===== config.mk =====
export PLATFORM = sky130hd
export DESIGN_NAME = t05_lcd_writer
export DESIGN_NICKNAME = d
export VERILOG_FILES = /design/src/rtl/t05_lcd_writer.sv
export SDC_FILE = /design/constraint.sdc
export NUM_CORES = 1
export LEC_CHECK = 0
export CAP_MARGIN = 30
export CORE_ASPECT_RATIO = 0.6
export CORE_MARGIN = 4
export CORE_UTILIZATION = 37
export DETAILED_ROUTE_END_ITERATION = 6
export HOLD_SLACK_MARGIN = 0.1
export PLACE_DENSITY = 0.65
export SETUP_SLACK_MARGIN = 0.05
export SYNTH_ARGS = -nofsm -noshare
export SYNTH_HDL_FRONTEND = slang
export SYNTH_SLANG_ARGS = --single-unit

===== constraint.sdc =====
create_clock -name clk -period 8.4 [get_ports clk]
set_input_delay 1.68 -clock clk [delete_from_list [all_inputs] [get_ports clk]]
set_output_delay 1.68 -clock clk [all_outputs]
set_load 0.05 [all_outputs]

===== src/rtl/t05_lcd_writer.sv =====
// HD44780 4-bit writer: runs the power-on init sequence, then sends accepted bytes as two nibbles plus a settle wait.
// Latency: 2*(T_SETUP+T_E+T_GAP)+wait cycles per byte; ready_o is high only in IDLE, and valid_i is ignored otherwise.
module t05_lcd_writer #(
  parameter int unsigned POR_CYCLES = 750000,
  parameter int unsigned T_SETUP    = 2,
  parameter int unsigned T_E        = 25,
  parameter int unsigned T_GAP      = 50,
  parameter int unsigned T_CMD      = 2500,
  parameter int unsigned T_LONG     = 100000
) (
  input  logic       clk,
  input  logic       rst,
  input  logic [7:0] byte_i,
  input  logic       rs_i,
  input  logic       valid_i,
  output logic       ready_o,
  output logic       init_done_o,
  output logic [3:0] lcd_d,
  output logic       lcd_rs,
  output logic       lcd_e
);

  function automatic int unsigned at_least1(input int unsigned v);
    return (v == 0) ? 1 : v;
  endfunction

  function automatic int unsigned max2(input int unsigned a, input int unsigned b);
    return (a > b) ? a : b;
  endfunction

  localparam int unsigned POR_N = at_least1(POR_CYCLES);
  localparam int unsigned TS_N  = at_least1(T_SETUP);
  localparam int unsigned TE_N  = at_least1(T_E);
  localparam int unsigned TG_N  = at_least1(T_GAP);
  localparam int unsigned TC_N  = at_least1(T_CMD);
  localparam int unsigned TL_N  = at_least1(T_LONG);
  localparam int unsigned CMAX  = max2(max2(max2(POR_N, TL_N), max2(TC_N, TG_N)), max2(TE_N, TS_N));
  localparam int unsigned CW    = $clog2(CMAX + 1);

  typedef logic [CW-1:0] cnt_t;

  // Every phase loads duration-1 on entry and leaves when the counter reaches zero.
  localparam cnt_t LD_SETUP = cnt_t'(TS_N - 1);
  localparam cnt_t LD_E     = cnt_t'(TE_N - 1);
  localparam cnt_t LD_GAP   = cnt_t'(TG_N - 1);
  localparam cnt_t LD_CMD   = cnt_t'(TC_N - 1);
  localparam cnt_t LD_LONG  = cnt_t'(TL_N - 1);
  localparam cnt_t LD_POR2  = cnt_t'((POR_N >= 2) ? (POR_N - 2) : 0);

  typedef enum logic [2:0] {
    POR_WAIT,
    IDLE,
    SETUP,
    E_HIGH,
    E_LOW,
    WAIT
  } state_t;

  typedef enum logic [1:0] {
    INIT_NIB,
    INIT_BYTE,
    RUN
  } seq_t;

  function automatic logic [3:0] init_nib(input logic [1:0] i);
    return (i == 2'd3) ? 4'h2 : 4'h3;
  endfunction

  function automatic logic [7:0] init_byte(input logic [1:0] i);
    logic [7:0] b;
    case (i)
      2'd0:    b = 8'h28;
      2'd1:    b = 8'h0C;
      2'd2:    b = 8'h01;
      default: b = 8'h06;
    endcase
    return b;
  endfunction

  state_t     state_q, state_d;
  seq_t       seq_q, seq_d;
  logic [1:0] idx_q, idx_d;
  cnt_t       cnt_q, cnt_d;
  logic [7:0] byte_q, byte_d;
  logic       brs_q, brs_d;
  logic       lo_q, lo_d;
  logic       single_q, single_d;
  logic       armed_q, armed_d;
  logic [3:0] d_q, d_d;
  logic       lrs_q, lrs_d;
  logic       done_q, done_d;
  logic       e_q;
  logic       start;
  logic       long_wait;
  logic [7:0] ib;

  // Init nibbles and clear/home commands need the long settle time.
  assign long_wait = single_q || (!brs_q && ((byte_q == 8'h01) || (byte_q == 8'h02)));

  always_comb begin
    state_d  = state_q;
    seq_d    = seq_q;
    idx_d    = idx_q;
    cnt_d    = cnt_q;
    byte_d   = byte_q;
    brs_d    = brs_q;
    lo_d     = lo_q;
    single_d = single_q;
    armed_d  = armed_q;
    d_d      = d_q;
    lrs_d    = lrs_q;
    done_d   = done_q;
    start    = 1'b0;
    ib       = 8'h00;

    case (state_q)
      POR_WAIT: begin
        // The first cycle out of reset arms the counter and counts as POR cycle one.
        if (!armed_q) begin
          armed_d = 1'b1;
          if (POR_N == 1) start = 1'b1;
          else cnt_d = LD_POR2;
        end else if (cnt_q == '0) begin
          start = 1'b1;
        end else begin
          cnt_d = cnt_q - cnt_t'(1);
        end
      end
      IDLE: begin
        if (valid_i) begin
          byte_d   = byte_i;
          brs_d    = rs_i;
          single_d = 1'b0;
          lo_d     = 1'b0;
          d_d      = byte_i[7:4];
          lrs_d    = rs_i;
          cnt_d    = LD_SETUP;
          state_d  = SETUP;
        end
      end
      SETUP: begin
        if (cnt_q == '0) begin
          state_d = E_HIGH;
          cnt_d   = LD_E;
        end else begin
          cnt_d = cnt_q - cnt_t'(1);
        end
      end
      E_HIGH: begin
        if (cnt_q == '0) begin
          state_d = E_LOW;
          cnt_d   = LD_GAP;
        end else begin
          cnt_d = cnt_q - cnt_t'(1);
        end
      end
      E_LOW: begin
        if (cnt_q == '0) begin
          if (!single_q && !lo_q) begin
            state_d = SETUP;
            cnt_d   = LD_SETUP;
            lo_d    = 1'b1;
            d_d     = byte_q[3:0];
          end else begin
            state_d = WAIT;
            cnt_d   = long_wait ? LD_LONG : LD_CMD;
          end
        end else begin
          cnt_d = cnt_q - cnt_t'(1);
        end
      end
      WAIT: begin
        if (cnt_q == '0) begin
          case (seq_q)
            INIT_NIB: begin
              if (idx_q == 2'd3) begin
                seq_d = INIT_BYTE;
                idx_d = 2'd0;
              end else begin
                idx_d = idx_q + 2'd1;
              end
              start = 1'b1;
            end
            INIT_BYTE: begin
              if (idx_q == 2'd3) begin
                seq_d   = RUN;
                state_d = IDLE;
                done_d  = 1'b1;
              end else begin
                idx_d = idx_q + 2'd1;
                start = 1'b1;
              end
            end
            default: state_d = IDLE;
          endcase
        end else begin
          cnt_d = cnt_q - cnt_t'(1);
        end
      end
      default: state_d = POR_WAIT;
    endcase

    // Launch the next power-on step selected by seq_d/idx_d.
    if (start) begin
      state_d = SETUP;
      cnt_d   = LD_SETUP;
      lo_d    = 1'b0;
      brs_d   = 1'b0;
      lrs_d   = 1'b0;
      if (seq_d == INIT_NIB) begin
        single_d = 1'b1;
        d_d      = init_nib(idx_d);
      end else begin
        ib       = init_byte(idx_d);
        single_d = 1'b0;
        byte_d   = ib;
        d_d      = ib[7:4];
      end
    end
  end

  always_ff @(posedge clk or posedge rst) begin
    if (rst) begin
      state_q  <= POR_WAIT;
      seq_q    <= INIT_NIB;
      idx_q    <= 2'd0;
      cnt_q    <= '0;
      byte_q   <= 8'h00;
      brs_q    <= 1'b0;
      lo_q     <= 1'b0;
      single_q <= 1'b0;
      armed_q  <= 1'b0;
      d_q      <= 4'h0;
      lrs_q    <= 1'b0;
      done_q   <= 1'b0;
      e_q      <= 1'b0;
    end else begin
      state_q  <= state_d;
      seq_q    <= seq_d;
      idx_q    <= idx_d;
      cnt_q    <= cnt_d;
      byte_q   <= byte_d;
      brs_q    <= brs_d;
      lo_q     <= lo_d;
      single_q <= single_d;
      armed_q  <= armed_d;
      d_q      <= d_d;
      lrs_q    <= lrs_d;
      done_q   <= done_d;
      e_q      <= (state_d == E_HIGH);
    end
  end

  assign ready_o     = (state_q == IDLE);
  assign init_done_o = done_q;
  assign lcd_d       = d_q;
  assign lcd_rs      = lrs_q;
  assign lcd_e       = e_q;

endmodule


Word-level counts from Yosys, hierarchy flattened:

Cells that the tools add are included.

* shift operators: 0
* add/subtract/negate cells: 2
* eq/ne operators: 16
* bitwise logic cells: 0
* $lt $le $gt $ge: 0
* multiply operators: 0
* reduce and logical (&&, ||, !) cells: 20
* div/mod/pow operators: 0
* muxes and demuxes: 59

Operators with widths (number)
* $mux W20: 7
* $pmux W20 S6: 1
* $mux W17: 2
* $mux W8: 4
* $mux W3: 8
* $logic_not A20 Y1: 1
* $sub A20 B1 Y20 const B: 1
* $mux W2: 9
* $pmux W3 S6: 1
* $pmux W6 S3: 1
* $mux W4: 4
* $mux W1: 15
* $eq A3 B2 Y1 const B: 3
* $eq A8 B1 Y1 const B: 1
* $eq A8 B2 Y1 const B: 1
* $pmux W2 S2: 2
* $pmux W4 S2: 1
* $reduce_and A4 Y1: 2
* $reduce_bool A7 Y1: 1
* $eq A2 B2 Y1 const B: 3
* $eq A3 B3 Y1 const B: 2
* $logic_not A2 Y1: 3
* $ne A3 B3 Y1 const B: 2
* $pmux W1 S2: 3
* 12 further kinds: 19

* memories: 0
* ROM bits: 0
* bits in registers: 45
* input bits: 12
* output and inout port bits: 8
* memory bits (writable): 0
* latch bits: 0

Depth between registers and ports, before layout:

Gate-level depths: netlist of run 1.

* depth in word-level cells: 9
* mapped depth: 12

Worst setup path before layout of run 1:

No wires, ideal clock.

* path kind: register to output
* start point: register state_q[1]
* end point: output port ready_o
* slack: 5.002 ns
* arrival time: 1.718 ns
* required time: 6.720 ns
* path buffers: 2
* cell stages (with the launch flop): 5
* path through: dfrtp_1 -> or3b_1 -> clkbuf_1 -> inv_1 -> clkbuf_1

* cells in the longest elaborated chain, start to end: 1

RTL lines
* start, declared: RTL line 80 `state_t state_q, state_d;`
* start signal, assigned: RTL line 238 `state_q <= state_d;`
* $eq A3 B1 Y1: RTL line 254 `assign ready_o = (state_q == IDLE);`
* end, declared: RTL line 16 `output logic ready_o,`

No other way between the ends.

Worst setup path after layout of run 1:

* start point: register state_q[0]
* end point: output port ready_o

Same word-level chain as after synthesis.

==> out/metrics.csv, run 1 <==
stage,metric,value,unit
synthesis,Syn Area/Cell,8.44,µm²
placement,Post-DP HPWL,6740,µm
synthesis,synth warn,0,
grt,initial antenna violation count,0,
timing,setup TNS,0,ns
pwr,Pwr Density,155,nW/µm²
grt,pin count of the biggest net entering global routing,32,
final_layout,"most common cell after layout, fill and taps aside",dfrtp_1,
timing,max frequency,212,MHz
pwr,P_int,0.000404,W
die,core footprint,7950,µm²
timing,min Tclk post-route,4.71,ns
pwr,Leakage,1.45,nW
routing,DRT iter0 DRCs,356,
die,Die X-Extent,125,µm
clocking,clk_lat worst skew,0.30,ns
synthesis,synthesized net count,380,
final_layout,share of cells above drive strength 1,8.33,%
clocking,Clock Sinks,45,
job,MaxCap Viol Count,0,
routing,drt wl/cell,18.7,µm
synthesis,"area leader, netlist",dfrtp_1,
setup_path,CP max FO,25,
synthesis,Synth Instances,362,
outcome,status,completed,
routing,WL final,8980,µm
timing,period utilization,56.0,%
setup_path,Setup crit start kind,flop,
pwr,Seq pwr share,47.3,%
setup_path,crit end category,output pin,
pwr,maximum vdd drop,83.7,µV
timing,Clock Skew,0.00886,ns
clocking,Num CTS Buffers,5,
final_layout,diode count,0,
timing,Slew HR,46.8,%
clocking,CTS Buffer Depth,2,
setup_path,Worst Path Required,6.72,ns
grt,M1 GR Usage,31.5,%
die,IO Pins,20,
synthesis,Main synth FF type,dfrtp_1,
clocking,CTS tree,yes,
grt,global routing's busiest layer,met1,
routing,# DRC,0,
clocking,"Reg clk slew, reported paths",0.07,ns
final_layout,Post-layout nets,389,
die,FP Rows,25,
final_layout,FILL cells,782,
final_layout,most frequent cells in the layout,"dfrtp_1 (45), nand2_1 (39), nor2_1 (36)",
die,die extent in y,78.4,µm
grt,number of global-route vias before repair,2575,
setup_path,crit path DAT,3.03,ns
synthesis,Synth Register Bits,45,
worst_hold_path,worst min-delay path category,flop to flop,
placement,GP Congestion,0.902,
synthesis,asr flop ratio synth,100,%
grt,GRT Overall Usage,18.7,%
grt,GR Util met3,5.51,%
clocking,CTS H-tree depth,2,
timing,Hold Fails Final Rpt,0,
grt,M2 GR Usage,22.0,%
synthesis,sequential share of the synthesized area,36.8,%
grt,global-route wire length before repair,14600,µm
pwr,Psw,0.000140,W
routing,Detailed Routing Iterations Pass 1,5,
synthesis,"top cells by area, synth","dfrtp_1 (37%), a21oi_1 (5.2%), nand2_1 (4.8%)",
timing,worst hold slack,0.484,ns
clocking,buffers inserted by post-CTS timing repair,0,
placement,input/output buffers,19,
die,DIE AREA,9830,µm²
synthesis,Post-synth EDFFs,0,
clocking,CTS resizes,0,
grt,grt total ovfl,0,
synthesis,Synth top area share,36.8,%
timing,RSZ-0062 raised after global routing,false,
routing,via count,2889,
pwr,logic gate share of total power,8.7,%
routing,"antenna viol nets, final",0,
pwr,switching portion of total power,25.7,%
final_layout,Area Overhead vs Synth,14.5,%
timing,number of max-slew violations in the final report,0,
die,Initial Util,38.5,%
clocking,CTS Hold Bufs,0,
timing,Slew @ Worst Pin,0.794,ns
routing,DR vias/cell,6.02,
timing,final setup vio count,0,
synthesis,Yosys cell types,64,
pwr,clock share of power,44.0,%
clocking,CTS Root Cell,clkbuf_16,
synthesis,Post-Syn Area,3060,µm²
setup_path,crit path kind,flop to output pin,
synthesized netlist by cell type, types with 5 or more instances:
cell	number
nor3_1	12
xnor2_1	5
o21ai_0	23
nand2_1	39
inv_1	16
a31oi_1	9
mux2i_1	6
buf_2	8
o31ai_1	7
clkbuf_1	10
a211oi_1	6
ha_1	6
nor2_1	36
o22ai_1	6
nand3_1	15
dfrtp_1	45
a21oi_1	32
or3_1	5
worst max-delay path, cell delays in order (launching register included):
cell,delay [ns]
dfrtp_1,0.82
or3b_1,0.55
inv_1,0.45
clkdlybuf4s50_1,0.91
layer usage:
metal / routed length [µm] / vias to the layer above
met4: 74 / 0
met1: 4810 / 1398
li1: - / 1354
met5: 0 / -
met3: 728 / 11
met2: 3360 / 126
state kept, by name (all words and copies together) (netlist names), 2 cells and up:
signal,flops
seq_q,2
state_q,3
idx_q,2
lcd_d,4
cnt_q,20
byte_q,8
cell families (layout without fill, tap and decap cells):
kind of cell,after synthesis,in the layout,synth area share [%]
multiplexers,9,9,3.32
flip-flops,45,45,36.8
AO/OA/AOI/OAI,117,117,24.5
XOR/XNOR,6,6,1.72
adder cells (fa/ha/maj),6,6,2.46
buffers and inverters,37,47,5.24
AND/OR/NAND/NOR,142,142,26.0
per-stage QoR:
step | power [W] | setup slack [ns] | instance area, µm² | cells | utilization, %
final | 0.000543 | 3.69 | 3500 | 480 | 44.1
after global routing | 0.000569 | 3.55 | 3500 | 480 | 44.1
after CTS | 0.000545 | 3.69 | 3500 | 480 | 44.1
after detailed placement | 0.000308 | 4.02 | 3320 | 472 | 41.8
after global placement | 0.000306 | 4.12 | 3300 | 471 | 41.6
after floorplan | 0.000290 | 5.00 | 3060 | 362 | -
path summary, 6_finish.rpt:
kind,start,end,slack [ns],cells after the start
worst max-delay path,state_q[0],ready_o,3.69,3
worst min-delay path,lcd_d[2],lcd_d[2],0.48,2
worst max register to register,cnt_q[0],cnt_q[0],5.07,12
worst min register to register,lcd_d[2],lcd_d[2],0.48,2
max in group asynchronous,rst,cnt_q[12],6.23,3
min in group asynchronous,rst,lcd_e,1.68,2
final cells by class:
type                    instances  area [µm²]  share of cell area, %
multi-input cells             280        1770                   50.6
flip-flops and latches         45        1130                   32.2
repair buffers                 23         233                   6.65
clock buffers                   6         139                   3.97
well taps                     108         135                   3.86
inverters                      16        60.1                   1.72
clock inverters                 2        37.5                   1.07
power by group through the flow:
stage	sequential [W]	combinational (W)	clock, W
after global placement	0.000259	0.0000461	0
after detailed placement	0.000260	0.0000478	0
final	0.000257	0.0000475	0.000239
after CTS	0.000257	0.0000475	0.000241
after floorplan	0.000251	0.0000391	0
after global routing	0.000260	0.0000541	0.000255
(Power assumes the default switching activity.)
==> inputs of run 2 (changes only) <==
--- a/config.mk
+++ b/config.mk
@@ -11,7 +11,7 @@
 export CORE_UTILIZATION = 37
 export DETAILED_ROUTE_END_ITERATION = 6
 export HOLD_SLACK_MARGIN = 0.1
-export PLACE_DENSITY = 0.65
+export PLACE_DENSITY = 0.67
 export SETUP_SLACK_MARGIN = 0.05
 export SYNTH_ARGS = -nofsm -noshare
 export SYNTH_HDL_FRONTEND = slang
==> constraint.sdc (replaced) <==
create_clock -name clk -period 4 [get_ports clk]
set_input_delay 0.8 -clock clk [delete_from_list [all_inputs] [get_ports clk]]
set_output_delay 0.8 -clock clk [all_outputs]
set_load 0.05 [all_outputs]
==> run 2 against run 1 <==
Critical endpoint unchanged. Clock skew about the same. Register-to-register slack got worse by 4.2 ns. Sequential share of layout area rose by 0.14 points.
==> out/metrics.csv, run 2 (synthesized netlist as in run 1, its figures left out) <==
stage,metric,value,unit
routing,# DRC,0,
routing,DR vias/cell,6.04,
timing,setup slack after layout,0.753,ns
die,core footprint,7950,µm²
final_layout,Final Cell Area,3490,µm²
routing,via count,2917,
final_layout,Area Overhead vs Synth,14.0,%
timing,setup TNS,0,ns
grt,grt total ovfl,0,
die,Die X-Extent,125,µm
grt,global-route wire length before repair,14200,µm
final_layout,most frequent cells in the layout,"dfrtp_1 (45), nand2_1 (39), nor2_1 (36)",
placement,dpl cell area,3330,µm²
die,die extent in y,78.4,µm
die,Initial Util,38.5,%
timing,number of max-slew violations in the final report,0,
grt,GRT Overall Usage,18.1,%
job,MaxCap Viol Count,0,
timing,period utilization,81.2,%
final_layout,"most common cell after layout, fill and taps aside",dfrtp_1,
routing,met1 wire length,4570,µm
clocking,CTS Root Cell,clkbuf_16,
worst_hold_path,worst min-delay path category,flop to flop,
setup_path,Worst Path Required,3.20,ns
timing,RSZ-0062 raised after global routing,false,
routing,"antenna viol nets, final",0,
routing,Top Layer Used,met4,
grt,number of global-route vias before repair,2610,
final_layout,share of cells above drive strength 1,8.80,%
routing,met3 WL,757,µm
final_layout,Post-layout nets,392,
routing,drt wl/cell,18.1,µm
clocking,CTS Buffer Depth,2,
clocking,clk_lat worst skew,0.29,ns
grt,initial antenna violation count,0,
clocking,"Reg clk slew, reported paths",0.06,ns
setup_path,crit path kind,flop to output pin,
placement,GP Congestion,0.960,
timing,Clock Skew,0.00854,ns
die,DIE AREA,9830,µm²
routing,Detailed Routing Iterations Pass 1,5,
die,IO Pins,20,
final_layout,Top reg by flops,cnt_q,
outcome,status,completed,
routing,WL final,8730,µm
timing,Hold Fails Final Rpt,0,
clocking,buffers inserted by post-CTS timing repair,0,
final_layout,diode count,0,
clocking,Clock Sinks,45,
clocking,Num CTS Buffers,5,
placement,Post-DP HPWL,6280,µm
final_layout,FILL cells,804,
clocking,CTS tree,yes,
clocking,CTS Hold Bufs,0,
pwr,maximum vdd drop,160,µV
clocking,CTS resizes,0,
setup_path,CP max FO,17,
routing,WL met2,3320,µm
setup_path,Setup crit start kind,flop,
setup_path,crit end category,output pin,
pwr,Pwr Density,301,nW/µm²
die,FP Rows,25,
routing,DRT iter0 DRCs,359,
timing,worst hold slack,0.465,ns
timing,max frequency,308,MHz
final_layout,max reg flops,20,
clocking,CTS H-tree depth,2,
pwr,Leakage,1.45,nW
timing,min Tclk post-route,3.25,ns
timing,Slew HR,44.1,%
grt,pin count of the biggest net entering global routing,46,
timing,final setup vio count,0,
placement,input/output buffers,19,
timing,Slew @ Worst Pin,0.834,ns
placement,"worst slack, placed",0.904,ns
setup_path,crit path DAT,2.45,ns
[run 2: changes by cell type in the layout (fill, tap and decap cells not counted), sizes merged]
cell	change
clkinvlp	-1
bufinv	-1
buf	+3
clkinv	+2
[run 2: per-stage QoR]
step | std cells | power [W] | utilization [%]
2_1_floorplan | 362 | 0.000610 | -
3_3_place_gp | 474 | 0.000642 | 41.9
3_5_place_dp | 474 | 0.000644 | 41.9
4_1_cts | 482 | 0.00105 | 43.6
5_1_grt | 483 | 0.00110 | 43.9
6_report | 483 | 0.00105 | 43.9
[run 2: worst paths after layout]
| path | startpoint | slack (ns) | to | cells after the start |
|---|---|---|---|---|
| worst min-delay path | init_done_o | 0.46 | init_done_o | 1 |
| worst max register to register | cnt_q[0] | 0.86 | cnt_q[0] | 12 |
| worst min register to register | init_done_o | 0.46 | init_done_o | 1 |
| max in group asynchronous | rst | 2.69 | lcd_d[3] | 3 |
| min in group asynchronous | rst | 0.83 | cnt_q[6] | 2 |
| worst max-delay path | state_q[1] | 0.75 | ready_o | 3 |
[run 2: cell type report]
class,count,area [µm²],share of cell area (%)
Clock inverter,2,10.0,0.287
Sequential cell,45,1130,32.3
Inverter,16,60.1,1.72
Clock buffer,6,129,3.70
Timing Repair Buffer,26,255,7.32
Tap cell,108,135,3.88
Multi-Input combinational cell,280,1770,50.8
[run 2: power breakdown]
part           internal [W]  switching [W]  leakage [nW]
clock              0.000230       0.000181        0.0706
combinational     0.0000511      0.0000515         0.837
sequential         0.000485      0.0000511         0.545
total              0.000766       0.000284          1.45
[run 2: layer usage]
metal  vias to the layer above  global-route usage [%]
li1                       1356                       -
met1                      1436                    29.1
met2                       117                    22.8
met3                         8                    5.37
met4                         0                    4.11
met5                         -                       0
[run 2: critical path, stage by stage (launching register included)]
cell and delay (ns):
dfrtp_1 0.57, or3b_1 0.63, inv_1 0.15, clkdlybuf4s50_1 0.81
==> inputs of run 3 (changes only) <==
--- a/config.mk
+++ b/config.mk
@@ -11,7 +11,7 @@
 export CORE_UTILIZATION = 37
 export DETAILED_ROUTE_END_ITERATION = 6
 export HOLD_SLACK_MARGIN = 0.1
-export PLACE_DENSITY = 0.67
+export PLACE_DENSITY = 0.65
 export SETUP_SLACK_MARGIN = 0.05
 export SYNTH_ARGS = -nofsm -noshare
 export SYNTH_HDL_FRONTEND = slang
==> constraint.sdc (replaced) <==
create_clock -name clk -period 3.3 [get_ports clk]
set_input_delay 0.66 -clock clk [delete_from_list [all_inputs] [get_ports clk]]
set_output_delay 0.66 -clock clk [all_outputs]
set_load 0.05 [all_outputs]
==> run 3 against run 2 <==
Final area rose by 2.9%. Flip-flop and latch count did not move. Combinational power up 27%. Critical path depth increased by 1. Total power increased by 27%.
==> out/metrics.csv, run 3 (synthesized netlist as in run 1, its figures left out) <==
stage,metric,value,unit
timing,Hold Fails Final Rpt,0,
final_layout,diode count,0,
timing,Slew HR,58.5,%
job,MaxCap Viol Count,0,
setup_path,crit path kind,flop to output pin,
die,IO Pins,20,
grt,number of global-route vias before repair,2821,
timing,max frequency,343,MHz
die,DIE AREA,9830,µm²
clocking,CTS tree,yes,
final_layout,Post-layout nets,405,
grt,initial antenna violation count,0,
routing,DR vias/cell,6.03,
final_layout,max reg flops,20,
grt,grt total ovfl,0,
timing,Clock Skew,0.00475,ns
outcome,status,completed,
placement,GP Congestion,0.991,
routing,WL met2,3620,µm
clocking,Num CTS Buffers,5,
setup_path,Worst Path Required,2.64,ns
clocking,CTS Root Cell,clkbuf_16,
pwr,Leakage,1.53,nW
routing,WL final,9550,µm
pwr,maximum vdd drop,185,µV
routing,via count,2989,
routing,Detailed Routing Iterations Pass 1,5,
routing,drt wl/cell,19.3,µm
timing,RSZ-0062 raised after global routing,false,
clocking,CTS Hold Bufs,0,
clocking,CTS H-tree depth,2,
setup_path,Setup crit start kind,flop,
routing,met3 WL,1100,µm
die,FP Rows,25,
placement,input/output buffers,19,
final_layout,Top reg by flops,cnt_q,
clocking,buffers inserted by post-CTS timing repair,0,
timing,setup TNS,0,ns
final_layout,most frequent cells in the layout,"dfrtp_1 (45), nand2_1 (39), nor2_1 (36)",
final_layout,share of cells above drive strength 1,12.4,%
setup_path,CP max FO,12,
die,die extent in y,78.4,µm
die,Initial Util,38.5,%
final_layout,FILL cells,796,
die,Die X-Extent,125,µm
worst_hold_path,worst min-delay path category,flop to flop,
clocking,Clock Sinks,45,
timing,period utilization,88.3,%
clocking,clk_lat worst skew,0.29,ns
final_layout,Area Overhead vs Synth,17.4,%
setup_path,FF-to-FF setup slack,0.43,ns
grt,GRT Overall Usage,20.2,%
final_layout,"most common cell after layout, fill and taps aside",dfrtp_1,
routing,"antenna viol nets, final",0,
pwr,Pwr Density,372,nW/µm²
setup_path,crit path DAT,2.25,ns
routing,met1 wire length,4780,µm
timing,min Tclk post-route,2.91,ns
clocking,"Reg clk slew, reported paths",0.06,ns
timing,number of max-slew violations in the final report,0,
timing,final setup vio count,0,
final_layout,"Core Util, Final",45.1,%
setup_path,crit end category,output pin,
grt,pin count of the biggest net entering global routing,46,
clocking,CTS Buffer Depth,2,
routing,Top Layer Used,met4,
clocking,CTS resizes,0,
grt,global-route wire length before repair,15800,µm
routing,DRT iter0 DRCs,320,
routing,# DRC,0,
timing,Slew @ Worst Pin,0.614,ns
placement,Post-DP HPWL,7020,µm
die,core footprint,7950,µm²
-- run 3: cell count changes in the layout (fill, tap and decap cells not counted), sizes merged --
| cell | before | now |
|---|---|---|
| clkdlybuf4s50 | 19 | 18 |
| buf | 7 | 21 |
| clkinv | 2 | 1 |
| clkbuf | 6 | 7 |
-- run 3: per-layer routing --
metal	GRT usage [%]	vias up
met5	0	-
met4	3.03	0
met3	6.05	8
met2	25.2	141
met1	33.2	1451
li1	-	1389
-- run 3: path summary, 6_finish.rpt --
check	from	to	cells past startpoint
hold / removal	lcd_d[2]	lcd_d[2]	2
min in group asynchronous	rst	lcd_e	3
setup / recovery	state_q[0]	ready_o	4
hold reg to reg	lcd_d[2]	lcd_d[2]	2
setup reg to reg	cnt_q[0]	cnt_q[0]	12
max in group asynchronous	rst	cnt_q[14]	3
-- run 3: final cells by class --
type                       count  area (µm²)  share of cell area [%]
multi-input combinational    280        1770                    49.4
sequential                    45        1130                    31.4
timing repair buffer          39         338                    9.42
clock buffer                   7         153                    4.26
tap                          108         135                    3.77
inverter                      16        60.1                    1.67
clock inverter                 1        5.00                   0.140
-- run 3: stage by stage --
step | total power (W) | setup WS, ns | instances | area [µm²] | hold slack (ns)
2_1_floorplan | 0.000739 | 0.623 | 362 | 3060 | 0.461
3_3_place_gp | 0.000793 | 0.606 | 488 | 3430 | 0.457
3_5_place_dp | 0.000795 | 0.489 | 488 | 3430 | 0.465
4_1_cts | 0.00133 | 0.466 | 496 | 3590 | 0.487
5_1_grt | 0.00139 | 0.265 | 496 | 3590 | 0.507
6_report | 0.00134 | 0.387 | 496 | 3590 | 0.478
-- run 3: where the power goes --
| part | total, W | switching [W] | internal (W) |
|---|---|---|---|
| clock network | 0.000545 | 0.000223 | 0.000321 |
| registers | 0.000660 | 0.0000722 | 0.000588 |
| logic | 0.000131 | 0.0000661 | 0.0000648 |
-- run 3: worst max-delay path, cell delays in order (launching register included) --
cell and delay [ns]:
dfrtp_1 0.59, or3b_1 0.57, inv_1 0.36, buf_4 0.23, buf_4 0.20
